<file path="src/rtl/serial_subtractor_pkg.sv">
// Shared definitions for the bit-serial subtractor.
// Default width and FSM state encodings.
package serial_subtractor_pkg;

  localparam int WIDTH_DEF = 8;

  typedef enum logic [1:0] {
    IDLE = 2'd0,
    RUN  = 2'd1,
    DONE = 2'd2
  } state_t;

endpackage

</file>
<file path="src/rtl/serial_subtractor_full_subtractor.sv">
// Single-bit full subtractor used by the serial datapath.
// Produces difference and borrow-out from a, b and borrow-in.
module full_subtractor (
  input  logic A,
  input  logic B,
  input  logic Bin,
  output logic Y,
  output logic Bout
);

  assign Y    = A ^ B ^ Bin;
  assign Bout = (~A & B) | (~(A ^ B) & Bin);

endmodule

</file>
<file path="src/rtl/serial_subtractor.sv">
// Bit-serial unsigned subtractor, LSB first, one bit per enabled cycle.
// Result and borrow are published one cycle after the last bit.
module serial_subtractor
  import serial_subtractor_pkg::*;
#(
  parameter int WIDTH = WIDTH_DEF
) (
  input  logic             clk,
  input  logic             rst_n,
  input  logic             en,
  input  logic             start,
  input  logic [WIDTH-1:0] A,
  input  logic [WIDTH-1:0] B,
  output logic             busy,
  output logic             done,
  output logic [WIDTH-1:0] Y,
  output logic             borrow
);

  localparam int CW = $clog2(WIDTH + 1);
  localparam logic [CW-1:0] LAST = CW'(WIDTH - 1);

  state_t state;
  state_t state_nxt;

  logic [WIDTH-1:0] a_sh;
  logic [WIDTH-1:0] b_sh;
  logic [WIDTH-1:0] res;
  logic [CW-1:0]    cnt;
  logic             bflop;
  logic             d;
  logic             bout;

  full_subtractor u_fs (
    .A    (a_sh[0]),
    .B    (b_sh[0]),
    .Bin  (bflop),
    .Y    (d),
    .Bout (bout)
  );

  always_comb begin
    state_nxt = state;
    if (en) begin
      case (state)
        IDLE:    if (start) state_nxt = RUN;
        RUN:     if (cnt == LAST) state_nxt = DONE;
        DONE:    state_nxt = IDLE;
        default: state_nxt = IDLE;
      endcase
    end
  end

  assign busy = (state == RUN);

  always_ff @(posedge clk) begin
    if (!rst_n) begin
      state  <= IDLE;
      a_sh   <= '0;
      b_sh   <= '0;
      res    <= '0;
      cnt    <= '0;
      bflop  <= 1'b0;
      done   <= 1'b0;
      Y      <= '0;
      borrow <= 1'b0;
    end else begin
      // done is a single-cycle pulse; never held across a stall
      done  <= 1'b0;
      state <= state_nxt;
      if (en) begin
        case (state)
          IDLE: begin
            if (start) begin
              a_sh  <= A;
              b_sh  <= B;
              res   <= '0;
              cnt   <= '0;
              bflop <= 1'b0;
            end
          end
          RUN: begin
            res   <= {d, res[WIDTH-1:1]};
            bflop <= bout;
            a_sh  <= a_sh >> 1;
            b_sh  <= b_sh >> 1;
            cnt   <= cnt + CW'(1);
          end
          DONE: begin
            Y      <= res;
            borrow <= bflop;
            done   <= 1'b1;
          end
          default: ;
        endcase
      end
    end
  end

endmodule
</file>
<file path="config.mk">
export PLATFORM = sky130hd
export DESIGN_NAME = serial_subtractor
export DESIGN_NICKNAME = d
export VERILOG_FILES = /design/src/rtl/serial_subtractor_pkg.sv /design/src/rtl/serial_subtractor_full_subtractor.sv /design/src/rtl/serial_subtractor.sv
export SDC_FILE = /design/constraint.sdc
export NUM_CORES = 1
export LEC_CHECK = 0
export BUFFER_PORTS_ARGS = -buffer_cell sky130_fd_sc_hd__buf_2
export CAP_MARGIN = 5
export CELL_PAD_IN_SITES_DETAIL_PLACEMENT = 0
export CELL_PAD_IN_SITES_GLOBAL_PLACEMENT = 1
export CORE_MARGIN = 3
export CORE_UTILIZATION = 45
export DETAILED_ROUTE_END_ITERATION = 8
export PLACE_DENSITY = 0.83
export SETUP_SLACK_MARGIN = 0.3
export SLEW_MARGIN = 10
export SYNTH_ARGS = -nofsm -noshare
export SYNTH_HDL_FRONTEND = slang
export SYNTH_HIERARCHICAL = 1
export SYNTH_SLANG_ARGS = --single-unit
export TNS_END_PERCENT = 50
</file>
<file path="constraint.sdc">
create_clock -name clk -period 3.55 [get_ports clk]
set_input_delay 0.355 -clock clk [delete_from_list [all_inputs] [get_ports clk]]
set_output_delay 0.355 -clock clk [all_outputs]
set_load 0.01 [all_outputs]
</file>
==> impl_metrics.yaml, run 1 <==
run_status:
  outcome: "complete, no violations"
die:
  die_h_um: 69.6
  io_pins: 31
  num_rows: 22
  coreArea_mm2: 0.00377
  die_width_um: 69.6
  start_util: 0.482
  die-area_mm2: 0.00484
place:
  dpl.hpwl_um: 2520
  gp_congestion: 0.774
  numPortBuffers: 30
timing:
  fin_crit_sh: 0.581
  holdWs_ps: 299
  rsz0062_at_grt: "false"
  hold_viol_final: 0
  fin_skew_ps: 7.21
  post-route-min-period_ps: 2060
  max_freq_ghz: 0.484
  maxSlewHeadroom: 0.248
  worstMarginPinSlew_ps: 1120
  fin_tns_setup_ps: 0
  setup_viol: 0
  drv_slew: 0
clock_tree:
  clkSinkCount: 41
  ctsHoldBuffers: 0
  tritoncts: "yes"
  cts_resized: 0
  cts_setup_buffers: 0
  root_buffer: "clkbuf_8"
  clk_pin_slew_ps: 70
  cts.htree.levels: 2
  cts.path.max_buffers: 2
  clk_latency_ps: 290
  numCtsBuffers: 5
yosys:
  synth_area_leader_cell: "dfxtp_1"
  synth_top_cell_area_share: 0.451
  postSynthAreaPerCell_um2: 9.57
  yosys-top-cells-area: "dfxtp_1 45%, mux2i_1 13%, a21oi_1 7.4%"
  yosysWarningCount: 6
  syn-num-nets: 212
  synth_cell_types: 29
  ys_seq_area_frac: 0.451
  synth_seq_cells: 41
  netlist_area_mm2: 0.00182
  syn_inst: 190
routing:
  vias: 1413
  dr_wl_met2_um: 1780
  top_layer: "met4"
  wl_met1_um: 1690
  routed-wl-met3_um: 157
  final_antenna_net_count: 0
  routed_wl_um: 3660
  drt_iter0_markers: 58
  vias_per_cell: 5.41
  wl_per_cell_um: 14.0
  drc: 0
  first_pass_iters: 4
cells_and_area:
  final_nets: 235
  layout_commonest_cell: "dfxtp_1"
  final_cell_mix: "41 x dfxtp_1, 30 x buf_2, 27 x a21oi_1"
  area_growth_pct: 12.2
  multi_input_area_um2: 865
  num_antenna_cells: 0
  drive_gt1_frac: 0.235
  register_area_um2: 821
  fillCellCount: 360
run:
  drv_cap: 0
grt:
  antenna_found_initial: 0
  grt_pass1_wl_um: 6220
  grt_usage: 0.157
  overflow: 0
  grt_max_degree: 41
  grt_pass1_vias: 1353
setup_path:
  end_kind: "output port"
  critical_path_class: "reg2out"
  worstPathMaxFanout: 16
  critical_path_required_ps: 3190
  critPathLaunchType: "flop"
  arrival_ps: 1710
power_and_ir_drop:
  cellPowerDensity_mw_per_mm2: 467
  vdd_ir_drop_max_mv: 0.283
  p_leak_nw: 0.909
worst_hold_path:
  hold_class: "in2reg"
metrics by stage:
step	area (um^2)	std cells	worst slack [ps]	utilization	power, mW
floorplan	1820	190	2270	-	0.591
global placement	1940	254	1740	0.514	0.607
detailed placement	1940	254	1630	0.514	0.613
CTS	2040	261	1470	0.541	0.965
global route	2040	261	1370	0.541	0.994
finish	2040	261	1490	0.541	0.953
flip-flops by register name (all words and copies together) (netlist names):
register  count
a_sh          8
res           8
borrow        1
state         2
done          1
bflop         1
b_sh          8
cnt           4
Y             8
cells in the mapped netlist:
master / instances
dfxtp_1: 41
a21oi_1: 27
mux2i_1: 23
nor2_1: 14
o21ai_0: 14
nand2_1: 11
a211oi_2: 10
inv_1: 7
a211oi_1: 5
buf_2: 5
clkbuf_1: 5
a31oi_1: 3
buf_6: 3
nand4_1: 3
buf_4: 2
nand2b_1: 2
nand3_1: 2
nand3b_1: 2
and3b_1: 1
buf_8: 1
fa_1: 1
ha_1: 1
nand2b_4: 1
nand4b_1: 1
nor2b_1: 1
nor3_1: 1
o31a_1: 1
or2_1: 1
or4_1: 1
logic make-up (layout without fill, tap and decap cells):
group	Yosys count	in the layout	synth area share
muxes	23	23	0.127
DFF	41	41	0.451
and+or+nand+nor	41	41	0.113
buffers and inverters	23	46	0.0736
adders and majority gates	2	2	0.0179
AOI/OAI and AO/OA	60	60	0.217
layer usage:
| metal | vias up | global-route usage |
|---|---|---|
| li1 | 720 | - |
| met1 | 661 | 0.200 |
| met2 | 28 | 0.255 |
| met3 | 4 | 0.0377 |
| met4 | 0 | 0.0651 |
| met5 | - | 0 |
final timing paths:
path | startpoint | endpoint | slack (ps) | cells after the start
min reg2reg | res[2]$_SDFFE_PN0P_ | res[1]$_SDFFE_PN0P_ | 460 | 2
max reg2reg | state[1]$_SDFFE_PN0P_ | b_sh[0]$_SDFFE_PN0P_ | 1780 | 3
min | rst_n | state[0]$_SDFFE_PN0P_ | 300 | 2
max | state[1]$_SDFFE_PN0P_ | busy | 1490 | 3
area by class of cell:
type                       count  area share
clock inverter                 2      0.0172
inverter                       7      0.0129
tap                           48      0.0294
clock buffer                   5      0.0337
sequential                    41       0.402
multi-input combinational    126       0.424
timing repair buffer          32      0.0809
critical path, cell delays in order, from the launching register on:
cell,delay (ps)
dfxtp_1,420
nand2b_1,750
inv_1,80
buf_2,170
where the power goes:
part | switching, mW | leakage [nW] | internal (mW)
clock network | 0.147 | 0.0540 | 0.204
logic | 0.0675 | 0.521 | 0.0455
registers | 0.0120 | 0.334 | 0.477
total | 0.226 | 0.909 | 0.727
(Power assumes the default switching activity.)
==> run 2, diff against run 1 <==
Settings changed: CORE_UTILIZATION 45 to 38, PLACE_DENSITY 0.83 to 0.75.
Clock period 3.55 ns to 1.85 ns, I/O delays scaled along.
==> run 2 against run 1 <==
  * Flip-flop and latch count did not move
  * Count of clock-buffer cells in the layout rose by 1
  * Via count rose by 0.28%
  * Routed wire length rose by 1.5%
  * Non-clock buffer count rose by 4
  * Sequential share of layout area fell by 0.45 points
  * Die area rose by 17%
  * Final cell count rose by 3.1%
  * Clock skew fell by 0.91 ps
  * Largest cell class unchanged
  * Largest power group unchanged
  * Worst hold slack got worse by 160 ps
  * Clock power rose by 71%
  * Register-to-register slack got worse by 1300 ps
==> impl_metrics.yaml, run 2 (synthesis results as in run 1) <==
die:
  start_util: 0.407
  io_pins: 31
  die_width_um: 75.2
  die-area_mm2: 0.00565
  coreArea_mm2: 0.00447
  num_rows: 24
  die_h_um: 75.2
timing:
  worst_slack_ps: 428
  hold_viol_final: 0
  fin_skew_ps: 6.30
  maxSlewHeadroom: 0.679
  worstMarginPinSlew_ps: 482
  fin_crit_sh: 0.769
  post-route-min-period_ps: 1420
  max_freq_ghz: 0.703
  drv_slew: 0
  fin_tns_setup_ps: 0
  rsz0062_at_grt: "false"
  setup_viol: 0
cells_and_area:
  area_growth_pct: 13.6
  final_core_util: 0.462
  fillCellCount: 447
  layout_commonest_cell: "dfxtp_1"
  final_nets: 239
  fin_area_mm2: 0.00207
  num_antenna_cells: 0
  drive_gt1_frac: 0.253
  final_cell_mix: "40 x dfxtp_1, 30 x buf_2, 27 x a21oi_1"
setup_path:
  arrival_ps: 1240
  max_stage_delay_ps: 480
  critical_path_required_ps: 1660
  path_cells: "nand2b_1 -> buf_6 -> inv_1 -> buf_2"
  timing.rr.end: "b_sh[2]$_SDFFE_PN0P_"
  rr_worst_depth: 3
  path_depth: 4
  cp_slowest_cell: "dfxtp_1"
  worstPathMaxFanout: 16
  critPathLaunchType: "flop"
  crit_family: "flip-flops"
  crit_buf_inv: 3
  r2r_start: "state[0]$_SDFFE_PN0P_"
  end_kind: "output port"
  r2r_slack_ps: 440
  critical_path_class: "reg2out"
grt:
  grt_max_degree: 41
  overflow: 0
  grt_pass1_wl_um: 6040
  grt_usage: 0.141
  grt_pass1_vias: 1322
  antenna_found_initial: 0
worst_hold_path:
  min_to: "state[0]$_SDFFE_PN0P_"
  min_path_cells: 2
  worstHoldStart: "rst_n"
  hold_class: "in2reg"
place:
  numPortBuffers: 30
  placedInstanceArea_mm2: 0.00197
  pre_cts_ws_ps: 461
  gp_congestion: 0.708
  dpl.hpwl_um: 2400
clock_tree:
  tritoncts: "yes"
  root_buffer: "clkbuf_8"
  clk_latency_ps: 290
  clkSinkCount: 41
  cts.htree.levels: 2
  cts_setup_buffers: 0
  clk_pin_slew_ps: 70
  numCtsBuffers: 5
  cts.path.max_buffers: 2
run_status:
  outcome: "complete, no violations"
power_and_ir_drop:
  p_leak_nw: 0.918
  finalPower_mw: 1.76
  cellPowerDensity_mw_per_mm2: 852
  vdd_ir_drop_max_mv: 0.452
routing:
  drc: 0
  vias_per_cell: 5.27
  routed_wl_um: 3720
  vias: 1417
  final_antenna_net_count: 0
  drt_iter0_markers: 84
  wl_per_cell_um: 13.8
  first_pass_iters: 4
run:
  drv_cap: 0
## run 2: changes by cell type in the layout (fill, tap and decap cells not counted)
cell        change
clkbuf_8        +1
buf_4           +3
dfxtp_2         +1
dfxtp_1         -1
clkinv_2        -1
buf_6           +1
bufinv_16       -1
clkinvlp_4      +1
## run 2: stage by stage
stage | hold slack, ps | instances
6_report | 135 | 269
5_1_grt | 133 | 269
4_1_cts | 128 | 269
3_5_place_dp | 422 | 262
3_3_place_gp | 424 | 262
2_1_floorplan | 313 | 190
## run 2: cell type report
type	count	area, um^2	share of cell area
clock inverters	1	7.51	0.00363
inverters	7	26.3	0.0127
multi-input cells	126	865	0.418
clock buffers	6	82.6	0.0400
flip-flops and latches	41	822	0.398
repair buffers	36	199	0.0962
well taps	52	65.1	0.0315
## run 2: per-layer routing
layer / track usage / wire, um / up-vias
li1: - / - / 726
met1: 0.185 / 1800 / 662
met2: 0.216 / 1680 / 24
met3: 0.0494 / 190 / 5
met4: 0.0505 / 46 / 0
met5: 0 / 0 / -
## run 2: how the worst max path moves through the flow
stage	from	endpoint	slack [ps]
2_1_floorplan	state[0]$_SDFFE_PN0P_	a_sh[0]$_SDFFE_PN0P_	570
6_report	state[0]$_SDFFE_PN0P_	busy	430
4_1_cts	state[1]$_SDFFE_PN0P_	busy	310
5_1_grt	state[0]$_SDFFE_PN0P_	b_sh[1]$_SDFFE_PN0P_	350
3_5_place_dp	state[0]$_SDFFE_PN0P_	b_sh[2]$_SDFFE_PN0P_	460
3_3_place_gp	state[1]$_SDFFE_PN0P_	a_sh[0]$_SDFFE_PN0P_	490
## run 2: repair_timing
action	in CTS	in global routing
hold buffers	0	0
setup endpoints to repair	0	1
resized for setup	0	2
## run 2: power by group
part / internal (mW) / total [mW] / switching [mW]
combinational: 0.0929 / 0.222 / 0.129
clock: 0.295 / 0.601 / 0.306
sequential: 0.916 / 0.939 / 0.0233
==> run 3, diff against run 2 <==
Settings changed: CORE_UTILIZATION 38 to 42, PLACE_DENSITY 0.75 to 0.78.
Clock period 1.85 ns to 1.4 ns, I/O delays scaled along.
==> run 3 against run 2 <==
  * Final cell count up 4.8%
  * Flip-flop and latch count unchanged
  * Largest power group unchanged
  * Combinational power up 100%
  * Die area down 8.8%
==> impl_metrics.yaml, run 3 (synthesis results as in run 1) <==
die:
  die-area_mm2: 0.00516
  io_pins: 31
  die_width_um: 71.8
  die_h_um: 71.8
  coreArea_mm2: 0.00409
  start_util: 0.445
  num_rows: 23
routing:
  drt_iter0_markers: 82
  drc: 0
  final_antenna_net_count: 0
  vias: 1509
  first_pass_iters: 4
  routed_wl_um: 4020
  vias_per_cell: 5.35
  wl_per_cell_um: 14.3
setup_path:
  critPathLaunchType: "flop"
  worstPathMaxFanout: 8
  max_stage_delay_ps: 380
  arrival_ps: 1400
  end_kind: "flop"
  critical_path_class: "reg2reg"
  critical_path_required_ps: 1610
  cp_slowest_cell: "dfxtp_4"
  path_cells: "buf_4 -> nor2_4 -> nor2_2 -> buf_6 -> a211oi_2"
timing:
  maxSlewHeadroom: 0.878
  hold_viol_final: 0
  fin_skew_ps: 5.70
  fin_tns_setup_ps: 0
  worstMarginPinSlew_ps: 178
  worst_slack_ps: 212
  holdWs_ps: 86.5
  fin_crit_sh: 0.849
  drv_slew: 0
  post-route-min-period_ps: 1190
  rsz0062_at_grt: "true"
  setup_viol: 0
  max_freq_ghz: 0.841
cells_and_area:
  drive_gt1_frac: 0.466
  num_antenna_cells: 0
  final_nets: 253
  area_growth_pct: 33.9
  fin_cells: 282
  final_core_util: 0.596
  final_cell_mix: "33 x dfxtp_1, 30 x buf_2, 16 x a21oi_1"
  fin_area_mm2: 0.00244
  layout_commonest_cell: "dfxtp_1"
power_and_ir_drop:
  cellPowerDensity_mw_per_mm2: 1100
  finalPower_mw: 2.68
  vdd_ir_drop_max_mv: 0.605
  p_leak_nw: 1.02
run_status:
  outcome: "complete, no violations"
clock_tree:
  clkSinkCount: 41
  root_buffer: "clkbuf_8"
  clk_latency_ps: 290
  clk_pin_slew_ps: 70
  cts.htree.levels: 2
  cts.path.max_buffers: 2
  tritoncts: "yes"
  ctsHoldBuffers: 0
  numCtsBuffers: 5
grt:
  overflow: 0
  grt_usage: 0.171
  gr-usage-met2: 0.282
  grt_pass1_wl_um: 6910
  met1_usage: 0.218
  grt-busiest-layer: "met2"
  met3_usage: 0.0407
  antenna_found_initial: 0
  grt_max_degree: 41
  grt_pass1_vias: 1479
worst_hold_path:
  hold_class: "in2reg"
place:
  numPortBuffers: 30
  placedInstanceArea_mm2: 0.00208
  place_inst: 262
  gp_congestion: 0.819
  pre_cts_ws_ps: 105
  dpl.hpwl_um: 2560
run:
  drv_cap: 0
==> run 3: timing repair <==
item,CTS,global route
buffers inserted,7,3
gates resized for setup,28,20
pin swaps,3,7
endpoints found under the setup margin,40,40
cloned,2,0
==> run 3: where the power goes <==
part	switching, mW	leakage [nW]	internal [mW]
Combinational	0.220	0.624	0.224
Clock	0.402	0.0574	0.580
Sequential	0.0416	0.338	1.21
==> run 3: worst max-delay path, delay by kind of cell (launching register included) <==
family                 cells  cell delay, ps
flip-flops                 1             380
AO/OA/AOI/OAI              1             220
buffers and inverters      2             310
AND/OR/NAND/NOR            2             200
==> run 3: worst paths after layout <==
check,depth (start not counted),startpoint,slack (ps),end
worst min-delay path,2,rst_n,90,state[0]$_SDFFE_PN0P_
worst min register to register,2,res[4]$_SDFFE_PN0P_,470,res[3]$_SDFFE_PN0P_
worst max register to register,5,state[0]$_SDFFE_PN0P_,210,b_sh[4]$_SDFFE_PN0P_
worst max-delay path,5,state[0]$_SDFFE_PN0P_,210,b_sh[4]$_SDFFE_PN0P_
==> run 3: per-layer routing <==
metal  part of all wire  wire length, um  up-vias
met3              0.052              209        4
met5                  0                0        -
met4              0.010               42        0
li1                   -                -      754
met2               0.48             1930       39
met1               0.46             1840      712
==> run 3: cell type report <==
type,instances,area (um^2)
inverter,7,28.8
multi-input combinational,126,1000
tap,50,62.6
clock inverter,2,37.5
clock buffer,6,82.6
timing repair buffer,50,385
fill,358,1650
sequential,41,836
